--- src/rtl/mod7_sched.sv ---
// mod7_sched: round-robin front end for a serial mod-7 residue engine with valid/ready result port.
// Define MOD7_SCHED_EARLY_DONE_EN to end SHIFT as soon as the remaining operand bits are all zero.
module mod7_sched #(
  parameter int NREQ  = 2,
  parameter int WIDTH = 12,
  localparam int IDW  = $clog2(NREQ),
  localparam int CW   = $clog2(WIDTH + 1)
) (
  input  logic                    clk,
  input  logic                    rst_n,
  input  logic [NREQ-1:0]         req_valid,
  input  logic [NREQ*WIDTH-1:0]   req_data,
  output logic [NREQ-1:0]         req_ready,
  output logic                    res_valid,
  input  logic                    res_ready,
  output logic [2:0]              res_data,
  output logic [IDW-1:0]          res_id,
  output logic                    busy
);
  typedef enum logic [1:0] {S_IDLE, S_SHIFT, S_DONE} state_t;
  state_t           r_state;
  logic [WIDTH-1:0] r_sh;
  logic [2:0]       r_acc, r_wt, r_res_data;
  logic [CW-1:0]    r_cnt;
  logic [IDW-1:0]   r_last, r_res_id, w_gid;
  logic [NREQ-1:0]  w_gnt;
  logic             w_hit, w_last;
  logic [3:0]       w_sum;
  logic [2:0]       w_acc;
  // first valid requester after the last one granted wins
  always_comb begin
    w_hit = 1'b0;
    w_gid = '0;
    for (int k = 1; k <= NREQ; k++) begin
      logic [IDW-1:0] idx;
      idx = IDW'((int'(r_last) + k) % NREQ);
      if (!w_hit && req_valid[idx]) begin
        w_hit = 1'b1;
        w_gid = idx;
      end
    end
    w_gnt = w_hit ? (NREQ'(1) << w_gid) : '0;
  end
  assign w_sum = {1'b0, r_acc} + (r_sh[0] ? {1'b0, r_wt} : 4'd0);
  assign w_acc = (w_sum >= 4'd7) ? 3'(w_sum - 4'd7) : w_sum[2:0];
`ifdef MOD7_SCHED_EARLY_DONE_EN
  assign w_last = (r_cnt == CW'(WIDTH - 1)) || ((r_sh >> 1) == '0);
`else
  assign w_last = (r_cnt == CW'(WIDTH - 1));
`endif
  assign req_ready = (r_state == S_IDLE && rst_n) ? w_gnt : '0;
  assign res_valid = (r_state == S_DONE);
  assign busy      = (r_state != S_IDLE);
  assign res_data  = r_res_data;
  assign res_id    = r_res_id;
  always_ff @(posedge clk or negedge rst_n) begin
    if (!rst_n) begin
      r_state    <= S_IDLE;
      r_sh       <= '0;
      r_acc      <= '0;
      r_wt       <= 3'd1;
      r_cnt      <= '0;
      r_last     <= IDW'(NREQ - 1);
      r_res_data <= '0;
      r_res_id   <= '0;
    end else if (r_state == S_IDLE) begin
      if (w_hit) begin
        r_sh     <= req_data[w_gid*WIDTH +: WIDTH];
        r_res_id <= w_gid;
        r_last   <= w_gid;
        r_acc    <= '0;
        r_wt     <= 3'd1;
        r_cnt    <= '0;
        r_state  <= S_SHIFT;
      end
    end else if (r_state == S_SHIFT) begin
      r_acc <= w_acc;
      r_wt  <= {r_wt[1:0], r_wt[2]};
      r_sh  <= r_sh >> 1;
      r_cnt <= r_cnt + 1'b1;
      if (w_last) begin
        r_res_data <= w_acc;
        r_state    <= S_DONE;
      end
    end else if (res_ready) begin
      r_state <= S_IDLE;
    end
  end
endmodule

--- config.mk ---
export PLATFORM = sky130hd
export DESIGN_NAME = mod7_sched
export DESIGN_NICKNAME = d
export VERILOG_FILES = /design/src/rtl/mod7_sched.sv
export SDC_FILE = /design/constraint.sdc
export NUM_CORES = 1
export LEC_CHECK = 0
export ABC_CLOCK_PERIOD_IN_PS = 6400
export CAP_MARGIN = 20
export CELL_PAD_IN_SITES_DETAIL_PLACEMENT = 1
export CELL_PAD_IN_SITES_GLOBAL_PLACEMENT = 2
export CORE_MARGIN = 3
export CORE_UTILIZATION = 33
export CTS_BUF_LIST = sky130_fd_sc_hd__clkbuf_8 sky130_fd_sc_hd__clkbuf_16
export DETAILED_ROUTE_END_ITERATION = 8
export GPL_TIMING_DRIVEN = 0
export PLACE_DENSITY = 0.92
export SYNTH_ARGS = -nofsm -noshare
export SYNTH_HDL_FRONTEND = slang
export SYNTH_SLANG_ARGS = --single-unit
--- constraint.sdc ---
create_clock -name clk -period 6.4 [get_ports clk]
set_clock_uncertainty 0.2 [all_clocks]
set_input_delay 0.64 -clock clk [delete_from_list [all_inputs] [get_ports clk]]
set_output_delay 0.64 -clock clk [all_outputs]
set_load 0.01 [all_outputs]
==> PnR_summary.wiki <==
{| class="wikitable"
! Metric !! Value
|-
| Register area || 728 µm²
|-
| Most common library cells after synthesis || 27 x dfrtp_1, 24 x nor2_1, 18 x nand2_1
|-
| Number of pins exceeding their max-slew limit in the final report || 0
|-
| Clock buffers created by TritonCTS || 5
|-
| Time the final worst path needs with I/O delays and setup || 3.27 ns
|-
| Reg-to-reg critical path endpoint || res_data[0]
|-
| Drc violations || 0
|-
| Wire length per cell || 14.4 µm
|-
| Drt first-iter violations || 56
|-
| Global-route wire length before repair || 6.84 mm
|-
| Endpoint required time on the critical path || 5.56 ns
|-
| Cell area after synthesis || 1670 µm²
|-
| Number of instances resized during post-cts repair || 0
|-
| Routed vias/inst || 4.94
|-
| Total overflow reported by the global router || 0
|-
| Share of flip-flops with an asynchronous set or reset after synthesis || 1.00
|-
| Worst-case setup slack after placement || 3.12 ns
|-
| Footprint of the multi-input gates || 853 µm²
|-
| Ant diodes || 0
|-
| Final cell utilization of the core || 0.462
|-
| Number of global-route vias before repair || 1,372
|-
| Setup-failing EPs final || 0
|-
| Antenna Nets Post-Route || 0
|-
| Actual slew at the worst max-slew pin || 0.687 ns
|-
| Setup slack of the critical path after layout || 3.13 ns
|-
| CP max-delay cell || clkdlybuf4s50_1
|-
| Sequence of cells on the critical path || clkdlybuf4s50_1 > o21ai_0 > clkbuf_1 > nor3b_1 > clkdlybuf4s50_1
|-
| Number of buffers inserted by post-CTS setup repair || 0
|-
| Top cells by area in the synthesized netlist || dfrtp_1 41%, a221oi_2 5.4%, nor2_1 5.4%
|-
| Clock latency on the worst-skew pair || 0.28 ns
|-
| Wire length reported by the detailed router || 4.01 mm
|-
| Part of the Yosys area used for sequential elements || 0.437
|-
| Most used flip-flop cell after synthesis || dfrtp_1
|-
| Post-synth EDFFs || 0
|-
| FF-to-FF path depth || 10
|-
| Number of H-tree levels || 2
|-
| Kind of cell adding the most delay to the critical path || buffers and inverters
|-
| Total number of vias || 1,372
|-
| Hold_buf cts || 0
|-
| Peak supply drop || 0.000147 V
|-
| Relative slew slack || 0.540
|-
| Clock tree from TritonCTS || done
|-
| Boundary pin count || 37
|-
| Die footprint || 5940 µm²
|-
| Critical path's largest stage delay || 0.58 ns
|-
| Post-synth cell types || 42
|-
| Outcome || finished clean
|-
| Site row count || 25
|-
| Pre-Repair DR Iteration Count || 4
|-
| Synth warn || 0
|-
| Final HPWL DP || 2.98 mm
|-
| Post-Synthesis Net Count || 202
|-
| Areal power density over the cells || 459 nW/µm²
|-
| Placeable core region || 4820 µm²
|-
| CTS sink count || 29
|-
| Final period utilization || 0.511
|-
| Number of maximum-capacitance constraint violations || 0
|-
| Path class of the lowest-slack min-delay path || input pin to async pin
|-
| Area fraction of the dominant cell type after synthesis || 0.405
|-
| Most area-hungry cell type in the Yosys netlist || dfrtp_1
|-
| Initial antenna violation count || 0
|-
| R2R Setup Slk || 3.67 ns
|-
| Final layout net count || 245
|-
| Number of filler cells placed in the layout || 578
|-
| Area added between synthesis and finish || 33.3%
|-
| Flop and latch count out of synthesis || 29
|-
| Worst Path Max Fanout || 10
|-
| DIE WIDTH || 77.1 µm
|-
| Post-synthesis instance total || 167
|-
| Top-count cell post-synth || dfrtp_1
|-
| Startpoint type of the worst setup path || input pin
|-
| Leakage || 0.953 nW
|-
| Kind of critical path || input pin to output port
|-
| Max Clock Freq || 0.306 GHz
|-
| Clock transition at the registers of the reported paths || 0.06 ns
|-
| Buffer levels on the longest clock path || 2
|-
| Final-layout setup total negative slack || 0 ns
|-
| Fraction of layout cells with a size suffix above 1 || 0.152
|-
| Most repeated library cell on the critical path || clkdlybuf4s50_1
|-
| Buffer cell driving the clock tree root || clkbuf_8
|-
| Number of port buffers || 36
|-
| Data arrival time of the critical path || 2.43 ns
|-
| Mean area per synthesized cell || 9.99 µm²
|-
| Worst flop-to-flop path startpoint || r_wt[0]
|-
| Worst Setup End Kind || output port
|-
| RePlAce Congestion || 0.719
|-
| Number of buffers and inverters on the critical path || 3
|-
| Unrepaired setup endpoints after global routing || false
|-
| Final number of hold-violating endpoints || 0
|-
| Pin count of the biggest net entering global routing || 32
|-
| Global router's overall resource usage || 0.147
|-
| Vertical die dimension || 77.1 µm
|-
| Initial core utilization || 0.346
|}
stage by stage:
step | instance area [µm²] | hold WS, ns | total power (W) | instances
global route | 2220 | 0.240 | 0.00112 | 278
global placement | 2110 | 0.261 | 0.000817 | 270
detailed placement | 2110 | 0.273 | 0.000838 | 270
floorplan | 1670 | 0.144 | 0.000688 | 167
finish | 2220 | 0.199 | 0.00102 | 278
CTS | 2220 | 0.213 | 0.00104 | 278
metal layers:
metal | vias up | track usage | wire, µm
met5 | - | 0 | 0
met4 | 0 | 0.0641 | 41
met3 | 2 | 0.0376 | 128
met2 | 26 | 0.221 | 1900
met1 | 669 | 0.201 | 1940
li1 | 675 | - | -
state kept, by name, indices dropped and copies added, names as in the netlist:
| signal | flops |
|---|---|
| r_state | 2 |
| res_data | 3 |
| r_wt | 3 |
| r_sh | 12 |
| r_last | 1 |
| res_id | 1 |
| r_acc | 3 |
| r_cnt | 4 |
kinds of logic after synthesis:
family                     after synthesis  share of synthesized area
and+or+nand+nor                         66                      0.182
AOI/OAI and AO/OA                       34                      0.179
DFF                                     29                      0.437
buffers and inverters                   18                     0.0518
muxes                                   12                     0.0908
adders and majority gates                6                     0.0495
xor gates and xnor gates                 2                     0.0105
placed cells by master, fill, tap and decap left out, types with 2 or more instances in the layout:
cell type        synthesis  final
and2_1                   2      2
a221oi_2                 6      6
clkbuf_8                 0      6
inv_1                    7      8
a221oi_1                 5      5
nand2_1                 18     18
nor2_1                  24     24
buf_4                    2      2
dfrtp_1                 27     27
mux2_4                   5      5
a21oi_1                  4      4
buf_2                    3      4
o311ai_1                 2      2
nand2b_1                 2      2
o21ai_1                  3      3
clkbuf_1                 5      5
mux2_1                   4      4
nand3b_1                 2      2
mux2i_1                  2      2
nor2b_1                  2      2
dfstp_2                  2      2
nand3_1                  9      9
clkdlybuf4s50_1          0     35
ha_1                     5      5
o21ai_0                  7      7
layout make-up:
cell class / instances / area share
Multi-Input combinational cell: 120 / 0.384
Sequential cell: 29 / 0.328
Timing Repair Buffer: 36 / 0.160
Tap cell: 67 / 0.0377
Clock buffer: 6 / 0.0371
Buffer: 11 / 0.0270
Clock inverter: 2 / 0.0152
Inverter: 7 / 0.0118
worst register-to-register path, stage by stage (launching register included):
cell     delay [ns]
dfstp_2        0.53
and2_1         0.13
ha_1           0.17
inv_1          0.06
fa_1           0.49
inv_1          0.08
ha_1           0.24
nand2_1        0.09
a32oi_2        0.33
xnor2_1        0.20
o21ai_1        0.10
power breakdown:
group / total (W) / switching [W] / internal (W) / leakage [nW]
Combinational: 0.000495 / 0.000262 / 0.000233 / 0.535
Sequential: 0.000332 / 0.0000557 / 0.000276 / 0.356
Clock: 0.000195 / 0.0000694 / 0.000125 / 0.0626
Total: 0.00102 / 0.000387 / 0.000634 / 0.953
worst max path at each step:
stage | to | cells past startpoint | startpoint | slack, ns
2_1_floorplan | res_data[0] | 10 | r_wt[0] | 3.90
3_3_place_gp | req_ready[1] | 3 | rst_n | 2.57
3_5_place_dp | req_ready[0] | 5 | req_valid[0] | 3.12
4_1_cts | req_ready[0] | 5 | req_valid[0] | 3.12
5_1_grt | req_ready[0] | 5 | req_valid[0] | 2.97
6_report | req_ready[0] | 5 | req_valid[0] | 3.13
No activity file was read; power rests on OpenSTA's default activity.
